===== config.mk =====
export PLATFORM = sky130hd
export DESIGN_NAME = instr_fetch_unit_flat
export DESIGN_NICKNAME = d
export VERILOG_FILES = /design/src/rtl/rv_pkg.sv /design/src/rtl/instr_fetch_unit_if.sv /design/src/rtl/fetch_fifo.sv /design/src/rtl/instr_fetch_unit.sv /design/src/flat_wrapper.sv
export SDC_FILE = /design/constraint.sdc
export NUM_CORES = 1
export LEC_CHECK = 0
export CORE_MARGIN = 3
export CORE_UTILIZATION = 55
export DETAILED_ROUTE_END_ITERATION = 12
export DONT_BUFFER_PORTS = 1
export PLACE_DENSITY_LB_ADDON = 0.15
export SYNTH_ARGS = -nofsm -noshare
export SYNTH_HDL_FRONTEND = slang
export SYNTH_SLANG_ARGS = --single-unit

===== constraint.sdc =====
create_clock -name clk -period 10.12 [get_ports clk]
set_clock_uncertainty 0.1 [all_clocks]
set_input_delay 1.012 -clock clk [delete_from_list [all_inputs] [get_ports clk]]
set_output_delay 1.012 -clock clk [all_outputs]
set_load 0.01 [all_outputs]

===== src/rtl/rv_pkg.sv =====
// Shared front-end definitions: datapath widths, major opcodes, fetch buffer entry
// and the fetch unit's issue-state encoding.
package rv_pkg;

    localparam int XLEN     = 64;
    localparam int INSTR_W  = 32;
    localparam int OPCODE_W = 7;

    localparam logic [OPCODE_W-1:0] OP_RTYPE  = 7'b0110011;
    localparam logic [OPCODE_W-1:0] OP_LOAD   = 7'b0000011;
    localparam logic [OPCODE_W-1:0] OP_STORE  = 7'b0100011;
    localparam logic [OPCODE_W-1:0] OP_BRANCH = 7'b1100011;

    typedef struct packed {
        logic [XLEN-1:0]    pc;
        logic [INSTR_W-1:0] instr;
    } fetch_entry_t;

    // ST_DRAIN: issue is frozen until every pre-redirect response has come back.
    typedef enum logic {
        ST_RUN   = 1'b0,
        ST_DRAIN = 1'b1
    } fetch_state_e;

    function automatic logic [OPCODE_W-1:0] opcode_of(input logic [INSTR_W-1:0] instr);
        return instr[OPCODE_W-1:0];
    endfunction

endpackage


===== src/rtl/instr_fetch_unit_if.sv =====
// Fetch-unit bus bundle: instruction-memory request/response, decode handshake
// and branch redirect. master = fetch unit, slave = memory/decode side.
interface instr_fetch_unit_if #(
    parameter int XLEN = rv_pkg::XLEN
);

    // Handshakes: a transfer happens on a rising clock edge where valid && ready.
    // valid never waits on ready, and payload stays stable while valid && !ready.
    // Responses have no ready: they are always taken, in request order.
    logic            imem_req_valid;
    logic            imem_req_ready;
    logic [XLEN-1:0] imem_req_addr;
    logic            imem_rsp_valid;
    logic [31:0]     imem_rsp_data;

    logic            if_valid;
    logic            if_ready;
    logic [XLEN-1:0] if_pc;
    logic [31:0]     if_instr;
    logic [6:0]      if_opcode;

    logic            redirect_valid;
    logic [XLEN-1:0] redirect_pc;

    modport master (
        output imem_req_valid, imem_req_addr,
        input  imem_req_ready, imem_rsp_valid, imem_rsp_data,
        output if_valid, if_pc, if_instr, if_opcode,
        input  if_ready,
        input  redirect_valid, redirect_pc
    );

    modport slave (
        input  imem_req_valid, imem_req_addr,
        output imem_req_ready, imem_rsp_valid, imem_rsp_data,
        input  if_valid, if_pc, if_instr, if_opcode,
        output if_ready,
        output redirect_valid, redirect_pc
    );

endinterface


===== src/rtl/fetch_fifo.sv =====
// Small synchronous FIFO with flush. When empty, head keeps showing the last
// popped word so consumers see stable data while nothing is valid.
module fetch_fifo #(
    parameter int WIDTH = 1,
    parameter int DEPTH = 2,
    localparam int AW   = $clog2(DEPTH)
) (
    input  logic             clk,
    input  logic             rst_n,
    input  logic             flush,
    input  logic             push,
    input  logic [WIDTH-1:0] push_data,
    input  logic             pop,
    output logic [WIDTH-1:0] head,
    output logic [AW:0]      count
);

    logic [WIDTH-1:0] mem [DEPTH];
    logic [AW-1:0]    wr_ptr;
    logic [AW-1:0]    rd_ptr;
    logic [WIDTH-1:0] last_q;
    logic             do_push;
    logic             do_pop;

    assign do_pop  = pop && (count != '0);
    assign do_push = push && ((count != (AW+1)'(DEPTH)) || do_pop);
    assign head    = (count != '0) ? mem[rd_ptr] : last_q;

    always_ff @(posedge clk or negedge rst_n) begin
        if (!rst_n) begin
            wr_ptr <= '0;
            rd_ptr <= '0;
            count  <= '0;
            last_q <= '0;
            for (int i = 0; i < DEPTH; i++) begin
                mem[i] <= '0;
            end
        end else if (flush) begin
            wr_ptr <= '0;
            rd_ptr <= '0;
            count  <= '0;
        end else begin
            if (do_push) begin
                mem[wr_ptr] <= push_data;
                wr_ptr      <= wr_ptr + AW'(1);
            end
            if (do_pop) begin
                last_q <= mem[rd_ptr];
                rd_ptr <= rd_ptr + AW'(1);
            end
            unique case ({do_push, do_pop})
                2'b10:   count <= count + (AW+1)'(1);
                2'b01:   count <= count - (AW+1)'(1);
                default: count <= count;
            endcase
        end
    end

endmodule


===== src/rtl/instr_fetch_unit.sv =====
// Fetch stage: issues word fetches under a credit limit, buffers returned words,
// presents them to decode, and discards responses that predate a redirect.
module instr_fetch_unit
    import rv_pkg::fetch_entry_t, rv_pkg::fetch_state_e, rv_pkg::ST_RUN, rv_pkg::ST_DRAIN,
           rv_pkg::opcode_of;
#(
    parameter int              XLEN      = rv_pkg::XLEN,
    parameter logic [XLEN-1:0] RESET_PC  = '0,
    parameter int              BUF_DEPTH = 2
) (
    input  logic               clk,
    input  logic               rst_n,
    instr_fetch_unit_if.master bus,
    output fetch_state_e       state
);

    localparam int              CW         = $clog2(BUF_DEPTH) + 1;
    localparam logic [XLEN-1:0] ALIGN_MASK = ~XLEN'(3);
    localparam logic [XLEN-1:0] PC_STEP    = XLEN'(4);

    logic [XLEN-1:0] fetch_pc;
    logic [XLEN-1:0] rsp_pc;
    logic [XLEN-1:0] redirect_target;
    logic            epoch;
    logic [CW-1:0]   tag_count;
    logic [CW-1:0]   buf_count;
    logic [0:0]      tag_head;
    fetch_entry_t    buf_wdata;
    fetch_entry_t    buf_head;
    logic            if_valid;
    logic            pop;
    logic            req_valid;
    logic            issue;
    logic            rsp_accept;
    logic            rsp_keep;
    logic [CW:0]     credit;
    logic [CW:0]     out_next;

    // Every outstanding request owns a buffer slot; a slot being popped this cycle
    // is already free, which lets a single-cycle memory stream back-to-back.
    assign if_valid  = (buf_count != '0);
    assign pop       = if_valid && bus.if_ready;
    assign credit    = {1'b0, tag_count} + {1'b0, buf_count} - (CW+1)'(pop);
    assign req_valid = rst_n && (state == ST_RUN) && !bus.redirect_valid
                       && (credit < (CW+1)'(BUF_DEPTH));
    assign issue     = req_valid && bus.imem_req_ready;

    // A response with nothing outstanding (e.g. after reset) is ignored outright.
    assign rsp_accept = bus.imem_rsp_valid && (tag_count != '0);
    assign rsp_keep   = rsp_accept && (tag_head[0] == epoch) && (state == ST_RUN)
                        && !bus.redirect_valid;
    assign out_next   = {1'b0, tag_count} + (CW+1)'(issue) - (CW+1)'(rsp_accept);

    assign redirect_target = bus.redirect_pc & ALIGN_MASK;
    assign buf_wdata       = '{pc: rsp_pc, instr: bus.imem_rsp_data};

    fetch_fifo #(
        .WIDTH (1),
        .DEPTH (BUF_DEPTH)
    ) u_tag_q (
        .clk       (clk),
        .rst_n     (rst_n),
        .flush     (1'b0),
        .push      (issue),
        .push_data (epoch),
        .pop       (rsp_accept),
        .head      (tag_head),
        .count     (tag_count)
    );

    fetch_fifo #(
        .WIDTH ($bits(fetch_entry_t)),
        .DEPTH (BUF_DEPTH)
    ) u_instr_buf (
        .clk       (clk),
        .rst_n     (rst_n),
        .flush     (bus.redirect_valid),
        .push      (rsp_keep),
        .push_data (buf_wdata),
        .pop       (pop),
        .head      (buf_head),
        .count     (buf_count)
    );

    // The 1-bit epoch can only alias if old-epoch responses survive into the next
    // redirect, so after a redirect with work in flight issue waits in ST_DRAIN.
    always_ff @(posedge clk or negedge rst_n) begin
        if (!rst_n) begin
            state    <= ST_RUN;
            fetch_pc <= RESET_PC;
            rsp_pc   <= RESET_PC;
            epoch    <= 1'b0;
        end else if (bus.redirect_valid) begin
            fetch_pc <= redirect_target;
            rsp_pc   <= redirect_target;
            epoch    <= ~epoch;
            state    <= (out_next != '0) ? ST_DRAIN : ST_RUN;
        end else begin
            if (issue) begin
                fetch_pc <= fetch_pc + PC_STEP;
            end
            if (rsp_keep) begin
                rsp_pc <= rsp_pc + PC_STEP;
            end
            case (state)
                ST_RUN:   state <= ST_RUN;
                ST_DRAIN: state <= (out_next == '0) ? ST_RUN : ST_DRAIN;
                default:  state <= ST_RUN;
            endcase
        end
    end

    assign bus.imem_req_valid = req_valid;
    assign bus.imem_req_addr  = fetch_pc;
    assign bus.if_valid       = if_valid;
    assign bus.if_pc          = buf_head.pc;
    assign bus.if_instr       = buf_head.instr;
    assign bus.if_opcode      = opcode_of(buf_head.instr);

endmodule

===== src/flat_wrapper.sv =====
// flat-port wrapper written by rule: the top's interface ports become plain ports
module instr_fetch_unit_flat import rv_pkg::fetch_entry_t, rv_pkg::fetch_state_e, rv_pkg::ST_RUN, rv_pkg::ST_DRAIN,
           rv_pkg::opcode_of;
#(
    parameter int              XLEN      = rv_pkg::XLEN,
    parameter logic [XLEN-1:0] RESET_PC  = '0,
    parameter int              BUF_DEPTH = 2
)
  (clk, rst_n, state, bus_imem_req_valid, bus_imem_req_addr, bus_imem_req_ready, bus_imem_rsp_valid, bus_imem_rsp_data, bus_if_valid, bus_if_pc, bus_if_instr, bus_if_opcode, bus_if_ready, bus_redirect_valid, bus_redirect_pc);
  instr_fetch_unit_if #(.XLEN(XLEN)) bus_i ();
  input  logic clk;
  input  logic rst_n;
  output fetch_state_e state;
  output wire logic [$bits(bus_i.imem_req_valid)-1:0] bus_imem_req_valid;
  output wire logic [$bits(bus_i.imem_req_addr)-1:0] bus_imem_req_addr;
  input wire logic [$bits(bus_i.imem_req_ready)-1:0] bus_imem_req_ready;
  input wire logic [$bits(bus_i.imem_rsp_valid)-1:0] bus_imem_rsp_valid;
  input wire logic [$bits(bus_i.imem_rsp_data)-1:0] bus_imem_rsp_data;
  output wire logic [$bits(bus_i.if_valid)-1:0] bus_if_valid;
  output wire logic [$bits(bus_i.if_pc)-1:0] bus_if_pc;
  output wire logic [$bits(bus_i.if_instr)-1:0] bus_if_instr;
  output wire logic [$bits(bus_i.if_opcode)-1:0] bus_if_opcode;
  input wire logic [$bits(bus_i.if_ready)-1:0] bus_if_ready;
  input wire logic [$bits(bus_i.redirect_valid)-1:0] bus_redirect_valid;
  input wire logic [$bits(bus_i.redirect_pc)-1:0] bus_redirect_pc;
  assign bus_imem_req_valid = bus_i.imem_req_valid;
  assign bus_imem_req_addr = bus_i.imem_req_addr;
  assign bus_i.imem_req_ready = bus_imem_req_ready;
  assign bus_i.imem_rsp_valid = bus_imem_rsp_valid;
  assign bus_i.imem_rsp_data = bus_imem_rsp_data;
  assign bus_if_valid = bus_i.if_valid;
  assign bus_if_pc = bus_i.if_pc;
  assign bus_if_instr = bus_i.if_instr;
  assign bus_if_opcode = bus_i.if_opcode;
  assign bus_i.if_ready = bus_if_ready;
  assign bus_i.redirect_valid = bus_redirect_valid;
  assign bus_i.redirect_pc = bus_redirect_pc;
  instr_fetch_unit #(.XLEN(XLEN), .RESET_PC(RESET_PC), .BUF_DEPTH(BUF_DEPTH)) u_core (.clk(clk), .rst_n(rst_n), .bus(bus_i), .state(state));
endmodule

==> flow_metrics.env, run 1 <==
export IMPL_status="finished clean"
export IMPL_die_x_um=196
export IMPL_syn_instance_count=1895
export IMPL_io_pins=272
export IMPL_drc=0
export IMPL_cts_tree="built"
export IMPL_slew_headroom=0.248
export IMPL_ys_async_sr_fraction=1.00
export IMPL_die_h_um=196
export IMPL_track_usage=0.258
export IMPL_cts_htree_levels=2
export IMPL_grt_pass1_wl_um=79100
export IMPL_ant_nets=0
export IMPL_cts_root_buf="clkbuf_16"
export IMPL_cp_end_kind="register"
export IMPL_critPathLaunchType="register"
export IMPL_path_clk_slew_ns=0.07
export IMPL_hold_buffers=0
export IMPL_grt_max_degree=420
export IMPL_nets=1938
export IMPL_dpl_hpwl_um=32700
export IMPL_final_area_um2=21600
export IMPL_grt_ovfl_total=0
export IMPL_multi_input_area_um2=8850
export IMPL_clock_fmax_ghz=0.197
export IMPL_yosys_warnings=0
export IMPL_routedWlPerCell_um=21.7
export IMPL_path_buf_inv=3
export IMPL_whs_ns=0.0417
export IMPL_crit_chain="or2_4 > nand2_1 > inv_1 > ha_1 > nand2b_1 > fa_1 > nor4bb_1 > and3_1 > clkinv_1 > buf_4 > nor4_1 > nand4_1 > mux2_2 > nand2_1"
export IMPL_synth_area_um2=19900
export IMPL_critPathMaxStageDelay_ns=0.80
export IMPL_peakVddDrop_uv=155
export IMPL_worstSetupPathType="register to register"
export IMPL_drt_first_pass_iters=6
export IMPL_dieArea_um2=38600
export IMPL_crit_family="simple AND/OR/NAND/NOR gates"
export IMPL_cts_setup_buffers=0
export IMPL_crit_required_ns=10.54
export IMPL_cts_buffers_inserted=45
export IMPL_cts_path_max_buffers=3
export IMPL_register_area_um2=10500
export IMPL_initial_core_util=0.559
export IMPL_dpl_cell_area_um2=20100
export IMPL_path_max_fanout=83
export IMPL_p_leak_nw=9.20
export IMPL_cp_slowest_cell="nor4_1"
export IMPL_ys_ff_latch=418
export IMPL_cts_sinks=418
export IMPL_synth_area_per_cell_um2=10.5
export IMPL_final_hold_violation_count=0
export IMPL_hold_class="primary input to async pin"
export IMPL_syn_to_final_growth_pct=8.54
export IMPL_synth_top_flop_cell="dfrtp_1"
export IMPL_p_per_area_nw_per_um2=255
export IMPL_rows=69
export IMPL_synth_seq_area_share=0.525
export IMPL_drive_gt1_frac=0.173
export IMPL_fillers=2976
export IMPL_port_buffers=0
export IMPL_fin_setup_tns_ns=0
export IMPL_vias=14200
export IMPL_drtIter0Drc=1006
export IMPL_insertion_delay_ns=0.57
export IMPL_wl_um=50400
export IMPL_via_per_inst=6.12
export IMPL_antenna_found_initial=1
export IMPL_rsz0062_at_grt="no"
export IMPL_ctsResizeCount=0
export IMPL_crit_top_cell="nand2_1"
export IMPL_fin_crit_sh=0.501
export IMPL_finalSetupViolCount=0
export IMPL_gp_congestion=0.888
export IMPL_period_needed_ns=5.07
export IMPL_crit_arrival_ns=5.48
export IMPL_synth_edf_count=0
export IMPL_first_global_vias=14000
export IMPL_maxCapViolations=0
export IMPL_drv_slew=0
export IMPL_ys_types=54
export IMPL_tightest_slew_ns=1.13
export IMPL_coreArea_um2=35700
[final timing paths]
path                                                               from                                        end  slack, ns  cells after the start
worst max-delay path            u_core.u_instr_buf.count[0]$_DFFE_PN0P_   u_core.bus.imem_req_addr[36]$_DFFE_PN0N_       5.05                     14
worst min-delay path                                              rst_n  u_core.u_instr_buf.last_q[31]$_DFFE_PN0P_       0.04                      0
worst max register to register  u_core.u_instr_buf.count[0]$_DFFE_PN0P_   u_core.bus.imem_req_addr[36]$_DFFE_PN0N_       5.05                     14
worst min register to register  u_core.u_instr_buf.mem[182]$_DFFE_PN0P_    u_core.u_instr_buf.mem[182]$_DFFE_PN0P_       0.40                      1
max in group asynchronous                                         rst_n  u_core.u_instr_buf.last_q[88]$_DFFE_PN0P_       8.96                      0
min in group clk                u_core.u_instr_buf.mem[182]$_DFFE_PN0P_    u_core.u_instr_buf.mem[182]$_DFFE_PN0P_       0.40                      1
[final cells by class]
type,count,share of cell area
clock buffer,61,0.0600
clock inverter,21,0.0101
timing repair buffer,16,0.00555
tap,461,0.0267
sequential,418,0.484
inverter,29,0.00503
antenna,2,0.000231
multi-input combinational,1318,0.409
[layer usage]
metal	up-vias	share of wire	global-route usage
li1	6576	-	-
met1	7109	0.43	0.356
met2	459	0.45	0.400
met3	93	0.086	0.0781
met4	2	0.027	0.0766
met5	-	0.00026	0
[Yosys cell counts (all sizes together), types with 12 or more instances]
cell    instances  area, µm²
clkbuf         94        354
xnor2          58        508
nor3           32        160
o311ai         22        193
nor2          230        863
xor2           21        184
mux2          211       2380
buf            39        209
mux2i          96        961
nand3          60        300
nor4           32        255
a21oi         203       1020
inv            29        109
o211ai         22        165
and3           24        150
nand4          36        231
dfrtp         418      10500
o21ai          82        410
and2           12       75.1
a31oi          14       87.6
nand2         109        409
[layout by cell type, fill, tap and decap left out, types with 14 or more instances in the layout]
| cell | Yosys | routed |
|---|---|---|
| o311ai_0 | 21 | 21 |
| buf_4 | 11 | 16 |
| o21ai_0 | 76 | 76 |
| xnor2_1 | 58 | 58 |
| dfrtp_1 | 418 | 417 |
| nand2_1 | 109 | 109 |
| clkbuf_16 | 0 | 47 |
| nand4_1 | 35 | 35 |
| mux2i_1 | 96 | 96 |
| nand3_1 | 60 | 59 |
| mux2_2 | 211 | 211 |
| xor2_1 | 21 | 21 |
| nor3_1 | 32 | 32 |
| inv_1 | 29 | 27 |
| and3_1 | 24 | 24 |
| a21oi_1 | 203 | 203 |
| a31oi_1 | 14 | 14 |
| nor2_1 | 230 | 228 |
| nor4_1 | 26 | 25 |
| o211ai_1 | 22 | 22 |
[worst register-to-register path, stage by stage (launching register included)]
cell and delay (ns):
dfrtp_1 0.43, or2_4 0.76, nand2_1 0.30, inv_1 0.12
ha_1 0.22, nand2b_1 0.15, fa_1 0.48, nor4bb_1 0.39
and3_1 0.26, clkinv_1 0.09, buf_4 0.32, nor4_1 0.81
nand4_1 0.20, mux2_2 0.31, nand2_1 0.06
[where the power goes]
part	internal [mW]	switching (mW)
Sequential	2.16	0.343
Clock	1.00	0.680
Combinational	0.570	0.758
[cell families after synthesis]
family / Yosys count / share of synthesized area
simple gates: 561 / 0.133
flops: 418 / 0.525
other cells: 1 / 0.000188
compound gates: 359 / 0.101
xor+xnor: 79 / 0.0347
mux: 307 / 0.167
fa+ha+maj: 8 / 0.00577
buf+inv: 162 / 0.0337
[registers in the layout, indices dropped and copies added (netlist names)]
signal and cells:
u_core.u_tag_q.rd_ptr 1, u_core.u_instr_buf.mem 188, u_core.u_instr_buf.last_q 94, u_core.rsp_pc 62, u_core.bus.imem_req_addr 62, u_core.epoch 1, u_core.u_instr_buf.rd_ptr 1, u_core.state 1
u_core.u_tag_q.mem 2, u_core.u_instr_buf.count 2, u_core.u_instr_buf.wr_ptr 1, u_core.u_tag_q.wr_ptr 1, u_core.u_tag_q.count 2
[metrics by stage]
stage / power, mW / utilization / cells / worst slack [ns]
2_1_floorplan: 3.55 / - / 1898 / 5.48
3_3_place_gp: 3.79 / 0.564 / 2242 / 5.21
3_5_place_dp: 3.87 / 0.564 / 2242 / 5.10
4_1_cts: 5.57 / 0.607 / 2324 / 5.04
5_1_grt: 5.85 / 0.607 / 2324 / 4.62
6_report: 5.52 / 0.607 / 2326 / 5.05
(Power assumes the default switching activity.)
==> run 2, diff against run 1 <==
clock period = 5.2 ns   (was 10.12 ns; I/O delays follow)
==> run 2 against run 1 <==
The flow now finishes with violations (hold timing). Die area stayed put. Total power is 95% higher. Sequential power up 95%. First-iteration DRC count increased by 8.1%. Utilization grew 1.7 points. Sequential share of layout area is 1.3 points lower. Non-clock buffer count increased by 54. Critical path depth is 1 higher. Fmax rose by 14%. Critical endpoint is now u_core.state$_DFF_PN0_. Largest cell class unchanged.
==> flow_metrics.env, run 2 (synthesis results as in run 1) <==
export IMPL_largest_reg_flops=188
export IMPL_power_internal_mw=7.30
export IMPL_layout_common_cells="dfrtp_1 (417), nor2_1 (228), mux2_2 (211)"
export IMPL_r2r_start="u_core.u_instr_buf.count[0]$_DFFE_PN0P_"
export IMPL_io_pins=272
export IMPL_fillers=2884
export IMPL_power_switching_mw=3.44
export IMPL_path_max_fanout=10
export IMPL_tightest_slew_ns=1.09
export IMPL_die_x_um=196
export IMPL_ctsResizeCount=0
export IMPL_p_leak_nw=9.45
export IMPL_insertion_delay_ns=0.56
export IMPL_p_comb_frac=0.244
export IMPL_cp_slowest_cell="fa_1"
export IMPL_rr_worst_depth=15
export IMPL_hold_class="primary input to async pin"
export IMPL_nets=1992
export IMPL_syn_to_final_growth_pct=11.5
export IMPL_cts_root_buf="clkbuf_16"
export IMPL_crit_arrival_ns=4.78
export IMPL_multi_input_area_um2=8850
export IMPL_fin_crit_sh=0.856
export IMPL_cts_path_max_buffers=3
export IMPL_cts_setup_buffers=0
export IMPL_cts_tree="built"
export IMPL_vias=14500
export IMPL_clkPwrFrac=0.300
export IMPL_drtIter0Drc=1087
export IMPL_via_per_inst=6.08
export IMPL_antenna_found_initial=4
export IMPL_cts_buffers_inserted=45
export IMPL_drv_slew=0
export IMPL_critPathMaxStageDelay_ns=0.49
export IMPL_dpl_hpwl_um=32100
export IMPL_p_sw_frac=0.320
export IMPL_grt_max_degree=420
export IMPL_cts_sinks=418
export IMPL_rsz0062_at_grt="no"
export IMPL_coreArea_um2=35700
export IMPL_crit_required_ns=5.53
export IMPL_register_area_um2=10500
export IMPL_wl_um=51300
export IMPL_peakVddDrop_uv=282
export IMPL_drc=0
export IMPL_port_buffers=0
export IMPL_dieArea_um2=38600
export IMPL_p_per_area_nw_per_um2=483
export IMPL_reg2reg_slack_ns=0.75
export IMPL_clock_fmax_ghz=0.225
export IMPL_grt_ovfl_total=0
export IMPL_fin_setup_tns_ns=0
export IMPL_layout_commonest_cell="dfrtp_1"
export IMPL_path_clk_slew_ns=0.06
export IMPL_crit_top_cell="ha_1"
export IMPL_track_usage=0.262
export IMPL_cp_end_kind="register"
export IMPL_ant_nets=0
export IMPL_rows=69
export IMPL_fin_total_pwr_mw=10.7
export IMPL_critPathLaunchType="register"
export IMPL_crit_chain="or2_4 > nand2_1 > inv_1 > ha_1 > nand2b_1 > fa_1 > nor4bb_1 > and3_1 > clkinv_1 > ha_1 > inv_1 > ha_1 > fa_1 > xnor2_1 > o32a_1"
export IMPL_period_needed_ns=4.45
export IMPL_die_h_um=196
export IMPL_initial_core_util=0.559
export IMPL_whs_ns=-0.428
export IMPL_routedWlPerCell_um=21.6
export IMPL_first_global_vias=14300
export IMPL_slew_headroom=0.268
export IMPL_drive_gt1_frac=0.169
export IMPL_maxCapViolations=0
export IMPL_final_hold_violation_count=418
export IMPL_grt_pass1_wl_um=80600
export IMPL_worstSetupPathType="register to register"
export IMPL_rr_endpoint="u_core.state$_DFF_PN0_"
export IMPL_drt_first_pass_iters=5
export IMPL_regMostFlops="u_core.u_instr_buf.mem"
export IMPL_violations="hold timing"
export IMPL_hold_buffers=52
export IMPL_gp_congestion=0.878
export IMPL_finalSetupViolCount=0
export IMPL_dpl_cell_area_um2=20200
export IMPL_status="complete, but fails checks"
export IMPL_final_area_um2=22200
export IMPL_top_regs="u_core.u_instr_buf.mem x188, u_core.u_instr_buf.last_q x94"
export IMPL_cts_htree_levels=2
export IMPL_p_seq_frac=0.456
-- run 2: power groups by stage --
stage	Sequential, mW	Combinational, mW	Clock [mW]
2_1_floorplan	4.72	2.19	0
3_3_place_gp	4.88	2.50	0
3_5_place_dp	4.95	2.57	0
4_1_cts	4.89	2.64	3.30
5_1_grt	5.02	2.91	3.43
6_report	4.90	2.61	3.22
-- run 2: layer usage --
metal  global-route usage  part of all wire
met4               0.0763             0.024
met5                    0           0.00025
met3               0.0610             0.068
met2                0.404              0.46
met1                0.376              0.45
-- run 2: final cells by class --
type                            count  share of cell area
Sequential cell                   418               0.471
Clock buffer                       76              0.0672
Inverter                           29             0.00490
Timing Repair Buffer               70              0.0320
Tap cell                          461              0.0259
Multi-Input combinational cell   1318               0.398
Antenna cell                        3            0.000338
Clock inverter                      5             0.00129
-- run 2: worst max-delay path by stage --
stage,from,endpoint,slack [ns]
6_report,u_core.u_instr_buf.count[0]$_DFFE_PN0P_,u_core.state$_DFF_PN0_,0.75
5_1_grt,u_core.u_instr_buf.count[0]$_DFFE_PN0P_,u_core.state$_DFF_PN0_,0.56
4_1_cts,u_core.u_instr_buf.count[0]$_DFFE_PN0P_,u_core.state$_DFF_PN0_,0.86
3_5_place_dp,u_core.u_instr_buf.count[0]$_DFFE_PN0P_,u_core.state$_DFF_PN0_,0.88
3_3_place_gp,u_core.u_instr_buf.count[0]$_DFFE_PN0P_,u_core.state$_DFF_PN0_,0.94
2_1_floorplan,u_core.u_instr_buf.count[0]$_DFFE_PN0P_,u_core.state$_DFF_PN0_,0.86
-- run 2: stage by stage --
stage / setup slack, ns / std cells / utilization
after floorplan: 0.856 / 1898 / -
after global placement: 0.941 / 2244 / 0.566
after detailed placement: 0.879 / 2244 / 0.566
after CTS: 0.857 / 2377 / 0.623
after global routing: 0.564 / 2380 / 0.624
final: 0.749 / 2380 / 0.624
-- run 2: critical path, delay by kind of cell, from the launching register on --
kind | cells | cell delay (ns)
and+or+nand+nor | 5 | 1.28
DFF | 1 | 0.42
buffers and inverters | 3 | 0.39
AOI/OAI and AO/OA | 1 | 0.28
adders and majority gates | 5 | 1.71
xor gates and xnor gates | 1 | 0.14
==> run 3, diff against run 2 <==
CELL_PAD_IN_SITES_DETAIL_PLACEMENT = 1   (was not set)
CELL_PAD_IN_SITES_GLOBAL_PLACEMENT = 1   (was not set)
CORE_MARGIN = not set   (was 3)
CORE_UTILIZATION = 50   (was 55)
clock period = 4.6 ns   (was 5.2 ns; I/O delays follow)
==> run 3 against run 2 <==
The flow still finishes with violations (hold timing). Register-to-register slack worse by 0.28 ns. Die area increased by 5.5%. Cell count rose by 4.1%. Largest power group unchanged. Highest routed layer is now met4.
==> flow_metrics.env, run 3 (synthesis results as in run 1) <==
export IMPL_dpl_hpwl_um=35500
export IMPL_slew_headroom=0.189
export IMPL_period_needed_ns=4.13
export IMPL_ant_nets=0
export IMPL_via_per_inst=6.00
export IMPL_cts_sinks=418
export IMPL_hold_class="primary input to async pin"
export IMPL_finish_utilization=0.581
export IMPL_critPathLaunchType="register"
export IMPL_antenna_found_initial=5
export IMPL_path_max_fanout=6
export IMPL_cts_path_max_buffers=3
export IMPL_cts_setup_buffers=0
export IMPL_crit_required_ns=4.96
export IMPL_cts_tree="built"
export IMPL_maxCapViolations=0
export IMPL_cts_buffers_inserted=47
export IMPL_nets=2034
export IMPL_vias=14900
export IMPL_dieArea_um2=40700
export IMPL_tightest_slew_ns=1.22
export IMPL_setup_slack_ns=0.473
export IMPL_die_h_um=202
export IMPL_io_pins=272
export IMPL_track_usage=0.281
export IMPL_port_buffers=0
export IMPL_cp_end_kind="register"
export IMPL_finalSetupViolCount=0
export IMPL_regMostFlops="u_core.u_instr_buf.mem"
export IMPL_gp_congestion=0.870
export IMPL_insertion_delay_ns=0.58
export IMPL_cts_root_buf="clkbuf_16"
export IMPL_initial_core_util=0.511
export IMPL_dp_slack_ns=0.488
export IMPL_final_hold_violation_count=418
export IMPL_syn_to_final_growth_pct=13.7
export IMPL_rr_worst_depth=15
export IMPL_crit_arrival_ns=4.49
export IMPL_p_per_area_nw_per_um2=543
export IMPL_largest_reg_flops=188
export IMPL_worstSetupPathType="register to register"
export IMPL_grt_ovfl_total=0
export IMPL_drv_slew=0
export IMPL_drtIter0Drc=707
export IMPL_layout_commonest_cell="dfrtp_1"
export IMPL_fillers=4157
export IMPL_wl_um=56600
export IMPL_routedWlPerCell_um=22.9
export IMPL_hold_buffers=86
export IMPL_drc=0
export IMPL_clock_fmax_ghz=0.242
export IMPL_drt_first_pass_iters=5
export IMPL_fin_crit_sh=0.897
export IMPL_ctsResizeCount=0
export IMPL_coreArea_um2=39000
export IMPL_top_regs="u_core.u_instr_buf.mem x188, u_core.u_instr_buf.last_q x94"
export IMPL_rsz0062_at_grt="no"
export IMPL_grt_max_degree=420
export IMPL_layout_common_cells="dfrtp_1 (417), nor2_1 (228), mux2_2 (211)"
export IMPL_peakVddDrop_uv=412
export IMPL_path_clk_slew_ns=0.06
export IMPL_drive_gt1_frac=0.168
export IMPL_first_global_vias=15700
export IMPL_status="complete, but fails checks"
export IMPL_r2r_start="u_core.u_instr_buf.count[0]$_DFFE_PN0P_"
export IMPL_rows=72
export IMPL_violations="hold timing"
export IMPL_whs_ns=-0.510
export IMPL_rr_endpoint="u_core.state$_DFF_PN0_"
export IMPL_p_leak_nw=9.61
export IMPL_die_x_um=202
export IMPL_fin_setup_tns_ns=0
export IMPL_grt_pass1_wl_um=89900
export IMPL_reg2reg_slack_ns=0.47
export IMPL_cts_htree_levels=2
run 3: stage by stage:
step | instance area [µm²] | hold slack [ns] | std cells | total power, mW
4_1_cts | 22700 | -0.540 | 2474 | 12.4
3_5_place_dp | 20300 | 0.0733 | 2307 | 8.59
6_report | 22700 | -0.510 | 2478 | 12.3
2_1_floorplan | 19900 | 0.0644 | 1898 | 7.82
3_3_place_gp | 20300 | 0.0725 | 2307 | 8.37
5_1_grt | 22700 | -0.538 | 2477 | 13.0
run 3: cell type report:
cell class | count | area, µm² | share of cell area
antenna | 4 | 10.0 | 0.000441
clock buffer | 73 | 1460 | 0.0642
timing repair buffer | 110 | 1100 | 0.0483
inverter | 29 | 109 | 0.00480
multi-input combinational | 1318 | 8850 | 0.390
sequential | 418 | 10500 | 0.462
clock inverter | 8 | 43.8 | 0.00193
tap | 518 | 648 | 0.0286
run 3: worst max path at each step:
stage	slack, ns	from	to
6_report	0.47	u_core.u_instr_buf.count[0]$_DFFE_PN0P_	u_core.state$_DFF_PN0_
4_1_cts	0.47	u_core.u_instr_buf.count[0]$_DFFE_PN0P_	u_core.bus.imem_req_addr[36]$_DFFE_PN0N_
5_1_grt	0.14	u_core.u_instr_buf.count[0]$_DFFE_PN0P_	u_core.bus.imem_req_addr[36]$_DFFE_PN0N_
3_5_place_dp	0.49	u_core.u_instr_buf.count[0]$_DFFE_PN0P_	u_core.bus.imem_req_addr[36]$_DFFE_PN0N_
2_1_floorplan	0.26	u_core.u_instr_buf.count[0]$_DFFE_PN0P_	u_core.state$_DFF_PN0_
3_3_place_gp	0.61	u_core.u_instr_buf.count[0]$_DFFE_PN0P_	u_core.bus.imem_req_addr[36]$_DFFE_PN0N_
run 3: per-layer routing:
layer	share of wire	global-route usage
met1	0.44	0.376
met2	0.47	0.455
met3	0.060	0.0656
met4	0.026	0.0814
met5	0	0
run 3: power by group:
| group | switching [mW] | total [mW] | leakage (nW) | internal (mW) |
|---|---|---|---|---|
| registers | 0.813 | 5.57 | 5.33 | 4.76 |
| logic | 1.77 | 3.08 | 3.53 | 1.31 |
| clock network | 1.50 | 3.65 | 0.748 | 2.16 |
run 3: critical path: stages (launching register included):
cell and delay [ns]:
dfrtp_1 0.44, or2_4 0.29, nand2_1 0.16, inv_1 0.06
ha_1 0.26, nand2b_1 0.15, fa_1 0.48, nor4bb_1 0.36
and3_1 0.26, clkinv_1 0.12, ha_1 0.30, inv_1 0.05
ha_1 0.18, fa_1 0.38, xnor2_1 0.14, o32a_1 0.28
==> variant 1 (flow settings as in run 3) <==
`XLEN`: 64 -> 68.
--- a/src/rtl/rv_pkg.sv
+++ b/src/rtl/rv_pkg.sv
@@ -2,7 +2,7 @@
 // and the fetch unit's issue-state encoding.
 package rv_pkg;
 
-    localparam int XLEN     = 64;
+    localparam int XLEN     = 68;
     localparam int INSTR_W  = 32;
     localparam int OPCODE_W = 7;
 
Ports: changed (resized bus_if_pc, bus_imem_req_addr and bus_redirect_pc); port bits go from 272 to 284. The function was not compared with the original's and may differ.
==> variant 1 against run 3 <==
- the flow finishes with violations (hold timing, slew limit)
- worst setup slack improved by 29 ps
- synthesized area grew 6.9%
- cell count rose by 6.5%
- wire length grew 12%
- global-route usage up 1.4 points
- design area up 6.6%
- die area is 6.9% higher
- sequential cell count rose by 20
- total power rose by 3.2%
- first-iteration DRC count up 46%
- sequential share of layout area shrank 0.79 points
- highest routed layer is now met5
==> variant 1: results <==
worst_setup_path:
  r2r_cells: 13
  reg2reg_slack_ps: 500
  worstPathArrival_ps: 4470
  r2r-end: "u_core.bus.imem_req_addr[40]"
  critPathMaxFanout: 55
placed_design:
  dpl.cell_count: 2466
  place_ws_ps: 604
  dp_hpwl_mm: 41.1
  place_area_sq_um: 21600
  place.gp.congestion: 0.887
detailed_routing:
  drt_wl_total_mm: 63.3
  drt_iter0_drc: 1034
  ant_nets: 0
  vias: 16200
  wl_per_cell_um: 24.0
global_routing:
  grt_max_degree: 440
  grt_first_pass_wirelength_mm: 99.9
  first_global_vias: 17200
  grt_usage_pct: 29.4
  antenna_found_initial: 3
sta:
  slew_violations: 229
  holdWs_ps: -527
  relSlewSlack_pct: -35.0
  finalHoldViolCount: 438
clock_network:
  ctsHoldBuffers: 84
  numCtsBuffers: 48
finish:
  layout-drive-gt1-share_pct: 15.8
  top_regs: "u_core.u_instr_buf.mem x196, u_core.u_instr_buf.last_q x98"
  nNetsFinal: 2175
logic_synthesis:
  ys_seq_area_share_pct: 51.4
  synthTopCellsByArea: "dfrtp_1, mux2_2, mux2i_1, o21ai_0, nand2_1"
  avgSynthCellArea_sq_um: 10.5
  ys_top_cells_by_count: "dfrtp_1, nand2_1, mux2_2"
  ys_types: 69
power:
  leakagePower_nw: 10.3
  p_int_mw: 8.59
run_status:
  violations: "hold timing, slew limit"
  outcome: "complete, but fails checks"
[variant 1: cell count changes after synthesis, sizes merged, moves of 13 or more]
cell    delta
o21ai    +106
dfrtp     +20
nand4     +15
buf       +13
clkbuf    -14
a21oi     -85
nor2      -81
nand2    +130
[variant 1: cell families after synthesis]
| logic type | after synthesis | synth area share (%) |
|---|---|---|
| xor gates and xnor gates | 83 | 3.45 |
| adders and majority gates | 8 | 0.540 |
| muxes | 319 | 16.7 |
| and+or+nand+nor | 646 | 14.5 |
| other | 1 | 0.0176 |
| buffers and inverters | 164 | 3.43 |
| AOI/OAI and AO/OA | 380 | 9.98 |
| DFF | 438 | 51.4 |
[variant 1: worst max-delay path, cell delays in order (launching register included)]
cell	delay [ps]
dfrtp_1	460
or2_4	310
nand2_1	140
inv_1	110
ha_1	280
nand2b_1	160
fa_1	490
nand2_1	100
nor4bb_4	420
inv_2	200
buf_12	230
nor4_2	500
nand3_1	180
a31o_2	270
[variant 1: power by group through the flow]
stage	Sequential, mW	Combinational, mW	Clock, mW
floorplan	5.42	2.31	0
global placement	5.61	2.68	0
detailed placement	5.70	2.81	0
CTS	5.65	2.93	4.21
global route	5.80	3.25	4.34
finish	5.66	2.92	4.12
[variant 1: worst max path at each step]
stage | startpoint | endpoint | slack, ps | cells past startpoint
5_1_grt | u_core.u_instr_buf.count[0] | u_core.bus.imem_req_addr[40] | 320 | 14
3_5_place_dp | u_core.u_instr_buf.count[0] | u_core.state | 600 | 15
2_1_floorplan | u_core.u_instr_buf.count[0] | u_core.state | 180 | 20
3_3_place_gp | u_core.u_instr_buf.count[0] | u_core.state | 810 | 15
4_1_cts | u_core.u_instr_buf.count[0] | u_core.state | 550 | 15
6_report | u_core.u_instr_buf.count[0] | u_core.bus.imem_req_addr[40] | 500 | 13
[variant 1: area by class of cell]
class,count,area (sq um)
Sequential cell,438,11000
Clock inverter,13,248
Multi-Input combinational cell,1440,9670
Antenna cell,2,5.00
Inverter,32,120
Timing Repair Buffer,101,1050
Clock buffer,75,1440
Tap cell,539,674
Fill cell,4456,17900
[variant 1: layer usage]
layer  vias to the layer above  track usage, %  wire [um]
li1                       7274               -          -
met1                      8348            39.7      27700
met2                       429            46.6      29500
met3                        98            7.20       4290
met4                         4            9.60       1700
met5                         -               0         27
==> variant 2 (flow settings as in run 3) <==
Made on the original files. Make the reset (`rst_n`) synchronous in 2 clocked blocks.
--- a/src/rtl/fetch_fifo.sv
+++ b/src/rtl/fetch_fifo.sv
@@ -26,7 +26,7 @@
     assign do_push = push && ((count != (AW+1)'(DEPTH)) || do_pop);
     assign head    = (count != '0) ? mem[rd_ptr] : last_q;
 
-    always_ff @(posedge clk or negedge rst_n) begin
+    always_ff @(posedge clk) begin
         if (!rst_n) begin
             wr_ptr <= '0;
             rd_ptr <= '0;
--- a/src/rtl/instr_fetch_unit.sv
+++ b/src/rtl/instr_fetch_unit.sv
@@ -84,7 +84,7 @@
 
     // The 1-bit epoch can only alias if old-epoch responses survive into the next
     // redirect, so after a redirect with work in flight issue waits in ST_DRAIN.
-    always_ff @(posedge clk or negedge rst_n) begin
+    always_ff @(posedge clk) begin
         if (!rst_n) begin
             state    <= ST_RUN;
             fetch_pc <= RESET_PC;
Formal check against the unedited RTL: not equivalent (a bounded check fails within 4 cycles, from zero or initial values and one cycle with rst_n low; the reset may be asserted at any time).
==> variant 2 against run 3 <==
- global-route usage rose by 0.94 points
- design area fell by 0.41%
- core utilization fell by 1.3 points
- sequential cell count rose by 2
- synthesized area rose by 1.1%
- sequential share of layout area fell by 0.56 points
- worst setup slack improved by 230 ps
- wire length rose by 7.1%
- critical path type unchanged
- critical endpoint is now u_core.bus.imem_req_addr[36]
- largest cell class unchanged
Power is not compared: it rests on default switching activity, and its combinational part moved more than twofold at a synthesized area within 25%.
==> variant 2: results <==
logic_synthesis:
  ys.flop_type: "dfxtp_1"
  synth_xor_area_share_pct: 1.57
  ys_seq_area_share_pct: 51.0
  ys_types: 75
  synthTopCellsByArea: "edfxtp_1, dfxtp_1, and2_1, mux2i_1, nor2_1"
  synth_fa_ha_area_share_pct: 0.571
  synth_compound_area_share_pct: 15.9
  synthMuxAreaShare_pct: 5.24
  ys_top_cells_by_count: "nor2_1, dfxtp_1, edfxtp_1"
worst_setup_path:
  worstPathArrival_ps: 4280
  r2r-start: "u_core.u_instr_buf.count[0]"
  critPathMaxFanout: 23
  r2r_cells: 12
  cp_slowest_cell: "or4_1"
  crit_path_end: "u_core.bus.imem_req_addr[36]"
global_routing:
  grt_max_degree: 190
  grt_first_pass_wirelength_mm: 94.2
  antenna_found_initial: 2
  grt_usage_pct: 29.0
placed_design:
  place_area_sq_um: 20400
  place.gp.congestion: 0.824
sta:
  max_slew.worst_pin.slew_ps: 928
finish:
  n_all_buffers: 96
  num-nonclk-inverters: 30
  n_antenna_cell: 2
  design.seq.count: 420
  multiInputGateArea_sq_um: 9100
detailed_routing:
  via_per_inst: 6.28
run_status:
  outcome: "finished, final reports clean"
clock_network:
  ctsHoldBuffers: 68
variant 2: cell count changes in the layout (fill, tap and decap cells not counted), moves of 32 or more:
cell      change
a211oi_1    +102
a21oi_1      -63
a31oi_1      +35
and2_1      +169
dfrtp_1     -417
dfxtp_1     +231
edfxtp_1    +188
mux2_2      -208
or4_1        +32
xnor2_1      -46
variant 2: metal layers:
layer  track usage [%]  routed length [um]  vias up
met4              9.05                1490        2
met2              46.2               27500      529
met1              39.7               27600     8190
li1                  -                   -     7633
met5                 0                  11        -
met3              5.83                3990      101
variant 2: metrics by stage:
| stage | hold WS, ps | std cells |
|---|---|---|
| final | 5.69 | 2619 |
| after global routing | 10.1 | 2618 |
| after CTS | 0.690 | 2617 |
| after detailed placement | 388 | 2465 |
| after floorplan | 358 | 2085 |
| after global placement | 368 | 2465 |
variant 2: report_power, final:
group	internal, mW	switching [mW]
logic	0.176	0.308
clock network	2.02	1.53
registers	4.03	0.177
